[src/rtl/nr_seed.sv]
// Newton-Raphson reciprocal seed generator: normalizes |D| into [0.5,1) and
// produces X0 = 48/17 - 32/17*Dn through a fixed 4-stage pipeline.
module nr_seed #(
    parameter int INTEGER   = 10,
    parameter int DECIMAL   = 7,
    parameter int PRECISION = 1 + INTEGER + DECIMAL
) (
    input  logic                          clk,
    input  logic                          rst_n,
    input  logic                          in_vld,
    input  logic [PRECISION-1:0]          in_d,
    output logic                          out_vld,
    output logic [PRECISION-1:0]          out_d,
    output logic [PRECISION-1:0]          out_x,
    output logic [$clog2(PRECISION):0]    out_shift,
    output logic                          out_neg,
    output logic                          out_dz
);

    localparam int PW  = $clog2(PRECISION);
    localparam int SW  = PW + 1;
    localparam int PW2 = 2 * PRECISION;
    // round(48/17 * 2^DECIMAL) and round(32/17 * 2^DECIMAL) in integer arithmetic
    localparam int C1  = ((96 << DECIMAL) + 17) / 34;
    localparam int C2  = ((64 << DECIMAL) + 17) / 34;

    localparam logic [PRECISION-1:0] MAXPOS = {1'b0, {(PRECISION-1){1'b1}}};
    localparam logic [PRECISION-1:0] MINNEG = {1'b1, {(PRECISION-1){1'b0}}};
    localparam logic [PRECISION-1:0] C1_V   = PRECISION'(C1);
    localparam logic [PW2-1:0]       C2_V   = PW2'(C2);
    localparam logic [SW-1:0]        BIAS   = SW'(DECIMAL - 1);

    // Stage 1: abs / sign / zero
    logic                 vld1_q, neg1_q, dz1_q;
    logic                 neg1_d, dz1_d;
    logic [PRECISION-1:0] abs1_q, abs1_d;
    // Stage 2: leading-one position
    logic                 vld2_q, neg2_q, dz2_q;
    logic [PRECISION-1:0] abs2_q;
    logic [PW-1:0]        p2_q, p2_d;
    // Stage 3: normalized magnitude and exponent
    logic                 vld3_q, neg3_q, dz3_q;
    logic [PRECISION-1:0] d3_q, d3_d;
    logic [SW-1:0]        sh3_q, sh3_d;
    logic [SW-1:0]        sh_raw, sh_neg;
    // Stage 4: seed
    logic [PW2-1:0]       prod;
    logic [PRECISION-1:0] x4_d;

    always_comb begin
        neg1_d = in_d[PRECISION-1];
        dz1_d  = (in_d == '0);
        if (!neg1_d)
            abs1_d = in_d;
        else if (in_d == MINNEG)
            abs1_d = MAXPOS;
        else
            abs1_d = -in_d;
    end

    always_comb begin
        p2_d = '0;
        for (int unsigned i = 0; i < PRECISION - 1; i++) begin
            if (abs1_q[i])
                p2_d = PW'(i);
        end
    end

    always_comb begin
        sh_raw = SW'(p2_q) - BIAS;
        sh_neg = -sh_raw;
        if (dz2_q) begin
            sh3_d = '0;
            d3_d  = '0;
        end else begin
            sh3_d = sh_raw;
            if (!sh_raw[SW-1])
                d3_d = abs2_q >> sh_raw;
            else
                d3_d = abs2_q << sh_neg;
        end
    end

    always_comb begin
        prod = C2_V * PW2'(d3_q);
        if (dz3_q)
            x4_d = '0;
        else
            x4_d = C1_V - prod[PRECISION+DECIMAL-1:DECIMAL];
    end

    always_ff @(posedge clk) begin
        if (!rst_n) begin
            vld1_q    <= 1'b0;
            neg1_q    <= 1'b0;
            dz1_q     <= 1'b0;
            abs1_q    <= '0;
            vld2_q    <= 1'b0;
            neg2_q    <= 1'b0;
            dz2_q     <= 1'b0;
            abs2_q    <= '0;
            p2_q      <= '0;
            vld3_q    <= 1'b0;
            neg3_q    <= 1'b0;
            dz3_q     <= 1'b0;
            d3_q      <= '0;
            sh3_q     <= '0;
            out_vld   <= 1'b0;
            out_d     <= '0;
            out_x     <= '0;
            out_shift <= '0;
            out_neg   <= 1'b0;
            out_dz    <= 1'b0;
        end else begin
            vld1_q  <= in_vld;
            neg1_q  <= neg1_d;
            dz1_q   <= dz1_d;
            abs1_q  <= abs1_d;
            vld2_q  <= vld1_q;
            neg2_q  <= neg1_q;
            dz2_q   <= dz1_q;
            abs2_q  <= abs1_q;
            p2_q    <= p2_d;
            vld3_q  <= vld2_q;
            neg3_q  <= neg2_q;
            dz3_q   <= dz2_q;
            d3_q    <= d3_d;
            sh3_q   <= sh3_d;
            out_vld <= vld3_q;
            // Outputs hold their last result between valid cycles
            if (vld3_q) begin
                out_d     <= d3_q;
                out_x     <= x4_d;
                out_shift <= sh3_q;
                out_neg   <= neg3_q;
                out_dz    <= dz3_q;
            end
        end
    end

endmodule

[config.mk]
export PLATFORM = sky130hd
export DESIGN_NAME = nr_seed
export DESIGN_NICKNAME = d
export VERILOG_FILES = /design/src/rtl/nr_seed.sv
export SDC_FILE = /design/constraint.sdc
export NUM_CORES = 1
export LEC_CHECK = 0
export CELL_PAD_IN_SITES_DETAIL_PLACEMENT = 1
export CELL_PAD_IN_SITES_GLOBAL_PLACEMENT = 1
export CORE_MARGIN = 1
export CORE_UTILIZATION = 42
export DETAILED_ROUTE_END_ITERATION = 6
export GPL_TIMING_DRIVEN = 0
export PLACE_DENSITY = 0.82
export SLEW_MARGIN = 5
export SYNTH_ARGS = -nofsm -noshare
export SYNTH_HDL_FRONTEND = slang
export SYNTH_SLANG_ARGS = --single-unit
[constraint.sdc]
create_clock -name clk -period 4.99 [get_ports clk]
set_input_delay 1.497 -clock clk [delete_from_list [all_inputs] [get_ports clk]]
set_output_delay 1.497 -clock clk [all_outputs]
set_load 0.01 [all_outputs]
# Yosys cells after proc, flatten, opt, wreduce, memory -nomap -nowiden
# Index checks and enable logic that the tools add are counted.
word_totals:
  reg_bits: 119
  in_bits: 21
  wordCells: 56
  out_inout_bits: 45
op_classes:
  mul: 1
  add_sub_neg: 4
  n_bitwise: 2
  n_shift: 2
  n_reduce_logical: 4
  eq_ne: 1
  mux: 20
ops:
  columns: ["operator", "n"]
  rows:
  - ["5-bit 2-to-1 mux", 15]
  - ["18-bit 2-to-1 mux", 2]
  - ["17-bit 2-to-1 mux", 2]
  - ["8-bit by 18-bit multiplier with 25-bit output, first input constant", 1]
  - ["18-bit == test, second input constant", 1]
  - ["18-bit logical NOT", 1]
  - ["18-bit negation", 1]
  - ["18-bit by 6-bit << shifter with 18-bit output", 1]
  - ["18-bit by 6-bit >> shifter with 18-bit output", 1]
  - ["9-bit by 18-bit subtractor with 18-bit output, first input constant", 1]
  - ["6-bit negation", 1]
  - ["5-bit by 3-bit subtractor with 6-bit output, second input constant", 1]
  - ["2-bit OR reduction", 2]
  - ["3-bit OR reduction", 1]
  - ["1-bit NOT", 2]
  - ["1-bit 2-to-1 mux", 1]

# Logic depth before layout (Yosys ltp)
# Gate-level depths: netlist (run 1).
logic_depth:
  depth_word: 16
  ltp_mapped: 17
  mapped_depth_nobuf: 17

# Worst setup path before layout (run 1)
# No wires, ideal clock.
synth_path:
  path_type: "flip-flop to flip-flop"
  from: "reg d3_q[9]"
  to: "reg out_x[17]"
  setup_slack_ps: -102
  synth_period_minus_slack_ps: 5092
  setup_ps: 120
  t_required_ps: 4870
  path_stages_with_launch: 17
  arrival_ps: 4972
  path_buffers: 1
  cell_sequence: "dfxtp_1 > inv_1 > fa_1 > inv_1 > fa_1 > fa_1 > ha_1 > ha_1 > buf_2 > a21oi_1 > o21ai_0 > or4b_1 > and4_1 > a211o_1 > or4b_1 > mux2i_1 > a211o_1"
synth_between:
  elab_chain_len: 3
synth_lines:
  columns: ["item", "line", "source"]
  rows:
  - ["from (decl)", "43", "logic [PRECISION-1:0] d3_q, d3_d;"]
  - ["from (signal assigned)", "106", "d3_q <= '0;"]
  - ["from (signal assigned)", "127", "d3_q <= d3_d;"]
  - ["8-bit by 18-bit multiplier with 25-bit output", "85", "prod = C2_V * PW2'(d3_q);"]
  - ["9-bit by 18-bit subtractor with 18-bit output", "89", "x4_d = C1_V - prod[PRECISION+DECIMAL-1:DECIMAL];"]
  - ["18-bit 2-to-1 mux", "86", "if (dz3_q)"]
  - ["to (signal assigned)", "110", "out_x <= '0;"]
  - ["to (signal assigned)", "133", "out_x <= x4_d;"]
  - ["to (decl)", "14", "output logic [PRECISION-1:0] out_x,"]
# No other way between the ends.
# A chain may end at the register's enable or synchronous reset.

# Worst setup path in the final report (run 1)
layout_path:
  from: "reg d3_q[3]"
  to: "reg out_x[17]"
# Same word-level chain as after synthesis.

==> impl_metrics.py, run 1 <==
metrics = {
    "detailed_routing": {
        "avgViaCountPerCell": 5.68,
        "wire_per_inst_um": 20.8,
        "drt_iter0_drc": 403,
        "route.antenna.remaining_nets": 0,
        "drcViolationCount": 0,
        "num_vias": 7705,
        "dr.pass1.iters": 5,
        "wl_um": 28300,
    },
    "flow_run": {
        "maxCapViolations": 0,
    },
    "worst_setup_path": {
        "endpoint_kind": "register",
        "cp-start-kind": "register",
        "timing.rr.start": "d3_q[3]",
        "worst_path_max_delay_cell": "fa_2",
        "arrival_ns": 5.39,
        "worstPathMaxFanout": 5,
        "max_stage_delay_ns": 0.61,
        "path_cells": "inv_4 > fa_1 > inv_2 > fa_1 > fa_2 > ha_4 > ha_4 > a21o_4 > a221oi_4 > a211oi_2 > or3_4 > a211o_1 > or4b_4 > mux2i_1 > a211o_1",
        "worst-path-buf-inv": 2,
        "crit_required_ns": 5.31,
        "worstSetupPathType": "reg -> reg",
        "crit_start": "d3_q[3]",
        "crit_family": "adder cells",
    },
    "clocking": {
        "clock_sinks": 118,
        "htreeDepth": 4,
        "cts_tree": "built",
        "numCtsBuffers": 17,
        "cts_buffer_depth": 2,
        "root_buffer": "clkbuf_16",
        "clk_latency_ns": 0.43,
        "clkTransAtPathRegs_ns": 0.06,
    },
    "floorplan": {
        "die_w_um": 146,
        "rows": 52,
        "die_area_mm2": 0.0212,
        "top_level_ports": 66,
        "initial_core_util": 0.428,
        "die_y_um": 146,
        "core_region_area_mm2": 0.0202,
    },
    "global_routing": {
        "first_global_vias": 8232,
        "grt_start_max_net_pins": 17,
        "grt_pass1_wl_um": 44400,
        "antenna_found_initial": 1,
        "track_usage": 0.267,
        "overflow": 0,
    },
    "yosys": {
        "netlist_area_mm2": 0.00865,
        "netlist.area_leader.share": 0.273,
        "yosysWarningCount": 0,
        "syn_inst": 965,
        "yosysSeqAreaShare": 0.273,
        "async_flop_share": 0,
        "synth_area_leaders": "dfxtp_1 (27%), fa_1 (10%), ha_1 (7.5%), mux2i_1 (6.5%), inv_1 (3.0%)",
        "ys_types": 73,
        "syn_area_per_cell_um2": 8.96,
        "yosys.area.top_type": "dfxtp_1",
        "synth_edf_count": 0,
        "syn-num-nets": 1083,
        "ys_seq_elements": 118,
        "synthFlopType": "dfxtp_1",
    },
    "sta": {
        "hold_viol": 0,
        "finalWorstSetupSlack_ns": -0.0774,
        "rsz0062_at_grt": "true",
        "setup_violations": 3,
        "fin_skew_ns": 0.0171,
        "period_share": 1.02,
        "whs_ns": 0.441,
        "finalSetupTns_ns": -0.109,
        "worst_slew_pin_slew_ns": 1.01,
        "timing.fmax_mhz": 197,
        "period_needed_ns": 5.07,
        "relSlewSlack": 0.318,
        "final_max_slew_viol_count": 0,
    },
    "placement": {
        "place_ws_ns": -0.502,
        "gp_congestion": 0.893,
        "hpwl_um": 20200,
        "port_buffers": 65,
    },
    "finish": {
        "nNetsFinal": 1191,
        "syn_to_final_growth_pct": 25.5,
        "post-route-util": 0.536,
        "drive_above_1_share": 0.148,
    },
    "pwr": {
        "power_density_mw_per_mm2": 381,
        "vdd_drop_max_mv": 0.275,
        "p_leak_nw": 4.39,
    },
    "min_path": {
        "min_from": "neg1_q",
        "worstHoldPathType": "reg -> reg",
    },
    "run_status": {
        "status": "finished, violations left",
        "failed_checks": "negative setup slack",
    },
}
==> sequential cells by signal, summed over array words and instances, names as in the netlist, 4 cells and up <==
| register | cells |
|---|---|
| d3_q | 18 |
| p2_q | 4 |
| sh3_q | 6 |
| abs2_q | 18 |
| out_x | 18 |
| out_d | 18 |
| abs1_q | 18 |
| out_shift | 6 |
==> metal layers <==
layer | vias up | track usage | part of all wire | wire length, um
met2 | 203 | 0.467 | 0.51 | 14300
met3 | 66 | 0.0580 | 0.046 | 1310
met5 | - | 0 | 0 | 0
met1 | 3828 | 0.322 | 0.42 | 11800
li1 | 3608 | - | - | -
met4 | 0 | 0.0942 | 0.029 | 812
==> worst register-to-register path: cells and delay by family, from the launching register on <==
family / cells / cell delay [ns]
fa+ha+maj: 5 / 2.17
compound gates: 5 / 1.29
simple gates: 2 / 0.89
flops: 1 / 0.37
mux: 1 / 0.14
buf+inv: 2 / 0.09
==> cell type report <==
class | instances | area, um^2
fillers | 2322 | 9380
multi-input cells | 726 | 6170
flip-flops and latches | 118 | 2410
repair buffers | 91 | 846
clock buffers | 21 | 450
well taps | 270 | 338
inverters | 71 | 277
plain buffers | 48 | 218
clock inverters | 11 | 149
diodes | 1 | 2.50
==> kinds of logic (layout without fill, tap and decap cells) <==
group | Yosys count | count (layout) | share of synthesized area
flops | 118 | 118 | 0.273
simple gates | 293 | 293 | 0.176
compound gates | 216 | 216 | 0.173
fa+ha+maj | 97 | 97 | 0.179
buf+inv | 121 | 242 | 0.0537
xor+xnor | 43 | 43 | 0.0435
mux | 77 | 77 | 0.101
other cells | 0 | 1 | 0
==> synthesized netlist by cell type (25+ instances only) <==
master / number
mux2i_1: 56
nor2b_1: 34
fa_1: 45
nand2_1: 59
and2_1: 38
clkbuf_1: 39
ha_1: 52
dfxtp_1: 118
a21oi_1: 44
inv_1: 70
nor2_1: 61
o21ai_0: 42
xnor2_1: 25
==> per-stage QoR <==
| step | cells | instance area, um^2 | power (W) |
|---|---|---|---|
| 2_1_floorplan | 965 | 8680 | 0.00217 |
| 3_3_place_gp | 1300 | 9670 | 0.00252 |
| 3_5_place_dp | 1300 | 9670 | 0.00257 |
| 4_1_cts | 1347 | 10600 | 0.00396 |
| 5_1_grt | 1356 | 10900 | 0.00435 |
| 6_report | 1357 | 10900 | 0.00414 |
==> repair_timing <==
item | 4_1_cts | 5_1_grt
setup endpoints to repair | 10 | 10
setup buffers | 17 | 9
gates resized for setup | 65 | 32
hold buffers | 0 | 0
pin swaps | 31 | 18
==> placed cells by master, fill, tap and decap left out, types with 15 or more instances in the layout <==
master             n
nor2b_1           34
fa_1              41
nor2_1            61
nand3_1           16
a21oi_1           40
mux2i_1           55
nand2b_1          15
xnor2_1           22
ha_1              40
clkdlybuf4s50_1   65
buf_4             27
clkbuf_16         17
and2_1            38
inv_1             57
dfxtp_1          105
nor3_1            21
o21ai_0           39
clkbuf_1          38
xor2_1            18
a21boi_0          18
nand2_1           59
==> path summary, 6_finish.rpt <==
path | to | slack [ns] | cells past startpoint
hold / removal | neg2_q | 0.44 | 1
setup / recovery | out_x[17] | -0.08 | 15
hold reg to reg | neg2_q | 0.44 | 1
setup reg to reg | out_x[17] | -0.08 | 15
==> power breakdown <==
group | leakage [nW] | switching [W] | internal, W
combinational | 3.13 | 0.00103 | 0.000766
sequential | 0.973 | 0.0000633 | 0.000998
clock | 0.284 | 0.000481 | 0.000800
total | 4.39 | 0.00158 | 0.00256
Note: power is estimated with default switching activity, not from simulation.
==> run 2, diff against run 1 <==
--- a/config.mk
+++ b/config.mk
@@ -7,11 +7,9 @@
 export LEC_CHECK = 0
 export CELL_PAD_IN_SITES_DETAIL_PLACEMENT = 1
 export CELL_PAD_IN_SITES_GLOBAL_PLACEMENT = 1
-export CORE_MARGIN = 1
-export CORE_UTILIZATION = 42
+export CORE_UTILIZATION = 46
 export DETAILED_ROUTE_END_ITERATION = 6
-export GPL_TIMING_DRIVEN = 0
-export PLACE_DENSITY = 0.82
+export PLACE_DENSITY = 0.85
 export SLEW_MARGIN = 5
 export SYNTH_ARGS = -nofsm -noshare
 export SYNTH_HDL_FRONTEND = slang
==> constraint.sdc (replaced) <==
create_clock -name clk -period 5.2 [get_ports clk]
set_input_delay 1.56 -clock clk [delete_from_list [all_inputs] [get_ports clk]]
set_output_delay 1.56 -clock clk [all_outputs]
set_load 0.01 [all_outputs]
==> run 2 against run 1 <==
Against the previous run: the run ends with design-rule violations left; cell area down 2.8%; non-clock buffer count shrank 30; utilization grew 4.3 points; global-route usage rose by 1.5 points; register-to-register slack gained 0.11 ns; combinational power decreased by 5%; flip-flop and latch count stayed put.
==> impl_metrics.py, run 2 (synthesis results as in run 1) <==
metrics = {
    "run_status": {
        "status": "finished, violations left",
        "failed_checks": "design-rule violations",
    },
    "finish": {
        "syn_to_final_growth_pct": 21.9,
        "final_common_cell": "dfxtp_1",
        "diodes": 0,
        "drive_above_1_share": 0.144,
        "fin_cells": 1284,
        "nNetsFinal": 1161,
        "final_cell_mix": "dfxtp_1 (112), clkdlybuf4s50_1 (64), inv_1 (63)",
    },
    "detailed_routing": {
        "wl_um": 27300,
        "num_vias": 7577,
        "avgViaCountPerCell": 5.90,
        "route.antenna.remaining_nets": 0,
        "drcViolationCount": 4,
        "dr.pass1.iters": 7,
        "wire_per_inst_um": 21.3,
        "drt_iter0_drc": 440,
    },
    "worst_setup_path": {
        "path_cells": "inv_2 > fa_1 > inv_1 > fa_1 > fa_2 > ha_4 > ha_4 > buf_4 > nand4_1 > o22ai_2 > or4b_1 > and4_2 > a211o_4 > or4b_1 > mux2i_1 > a211o_1",
        "worstSetupPathType": "reg -> reg",
        "arrival_ns": 5.48,
        "worst_path_max_delay_cell": "fa_2",
        "crit_family": "adder cells",
        "endpoint_kind": "register",
        "worstPathMaxFanout": 5,
        "cp-start-kind": "register",
        "max_stage_delay_ns": 0.62,
        "crit_required_ns": 5.51,
        "worst-path-buf-inv": 3,
    },
    "placement": {
        "port_buffers": 65,
        "hpwl_um": 19900,
        "gp_congestion": 0.900,
        "dp.cells": 1251,
    },
    "pwr": {
        "p_sw_w": 0.00149,
        "p_leak_nw": 4.35,
        "p_int_w": 0.00238,
        "p_comb_frac": 0.442,
        "p_total_w": 0.00388,
        "clkPwrFrac": 0.297,
        "vdd_drop_max_mv": 0.317,
        "swShare": 0.386,
        "power_density_mw_per_mm2": 368,
        "seq_power_share": 0.261,
    },
    "clocking": {
        "cts_buffer_depth": 2,
        "clkTransAtPathRegs_ns": 0.06,
        "clk_latency_ns": 0.43,
        "cts_hold_buffers": 0,
        "numCtsBuffers": 17,
        "clock_sinks": 118,
        "htreeDepth": 4,
        "root_buffer": "clkbuf_16",
        "cts_tree": "built",
    },
    "sta": {
        "period_share": 0.995,
        "setup_violations": 0,
        "worst_slew_pin_slew_ns": 1.11,
        "relSlewSlack": 0.256,
        "fin_skew_ns": 0.0119,
        "period_needed_ns": 5.17,
        "timing.fmax_mhz": 193,
        "final_max_slew_viol_count": 0,
        "hold_viol": 0,
    },
    "global_routing": {
        "track_usage": 0.281,
        "antenna_found_initial": 0,
        "first_global_vias": 8024,
        "grt_start_max_net_pins": 49,
        "grt_pass1_wl_um": 42300,
        "overflow": 0,
    },
    "floorplan": {
        "die_w_um": 139,
        "initial_core_util": 0.475,
        "top_level_ports": 66,
        "rows": 49,
        "die_area_mm2": 0.0194,
        "core_region_area_mm2": 0.0182,
        "die_y_um": 139,
    },
    "flow_run": {
        "maxCapViolations": 0,
    },
    "min_path": {
        "worstHoldPathType": "reg -> reg",
    },
}
## run 2: worst paths after layout
check / slack (ns) / startpoint / end / depth (start not counted)
worst max-delay path: 0.03 / d3_q[3] / out_x[17] / 16
worst min-delay path: 0.43 / neg2_q / neg3_q / 1
worst max register to register: 0.03 / d3_q[3] / out_x[17] / 16
worst min register to register: 0.43 / neg2_q / neg3_q / 1
## run 2: metrics by stage
| step | setup WS [ns] | hold slack, ns | instance area, um^2 | util | setup TNS (ns) |
|---|---|---|---|---|---|
| 2_1_floorplan | 0.108 | 0.412 | 8650 | - | 0 |
| 3_3_place_gp | 0.121 | 0.416 | 9710 | 0.533 | 0 |
| 3_5_place_dp | -0.129 | 0.419 | 9710 | 0.533 | -0.263 |
| 4_1_cts | 0.00337 | 0.433 | 10300 | 0.567 | 0 |
| 5_1_grt | -0.121 | 0.450 | 10500 | 0.579 | -0.313 |
| 6_report | 0.0280 | 0.431 | 10500 | 0.579 | 0 |
## run 2: area by class of cell
class                           instances  area (um^2)
Clock inverter                         12          120
Timing Repair Buffer                  109          976
Tap cell                              229          287
Clock buffer                           19          453
Sequential cell                       118         2370
Inverter                               71          267
Fill cell                            2064         7660
Multi-Input combinational cell        726         6070
## run 2: metal layers
metal  up-vias  global-route usage  part of all wire
met5         -                   0                 0
met4         0               0.115             0.034
met1      3748               0.314              0.40
li1       3556                   -                 -
met3        67              0.0411             0.031
met2       206               0.532              0.53
## run 2: power groups by stage
stage | registers, W | clock network [W] | logic [W]
3_5_place_dp | 0.00103 | 0 | 0.00153
3_3_place_gp | 0.00102 | 0 | 0.00146
2_1_floorplan | 0.00102 | 0 | 0.00104
6_report | 0.00101 | 0.00115 | 0.00171
4_1_cts | 0.00101 | 0.00117 | 0.00157
5_1_grt | 0.00102 | 0.00121 | 0.00185
## run 2: what timing repair did
item,in CTS,in global routing
setup buffers,0,2
endpoints found under the setup margin,5,8
resized for setup,8,42
pin swaps,4,11
gates cloned,0,0
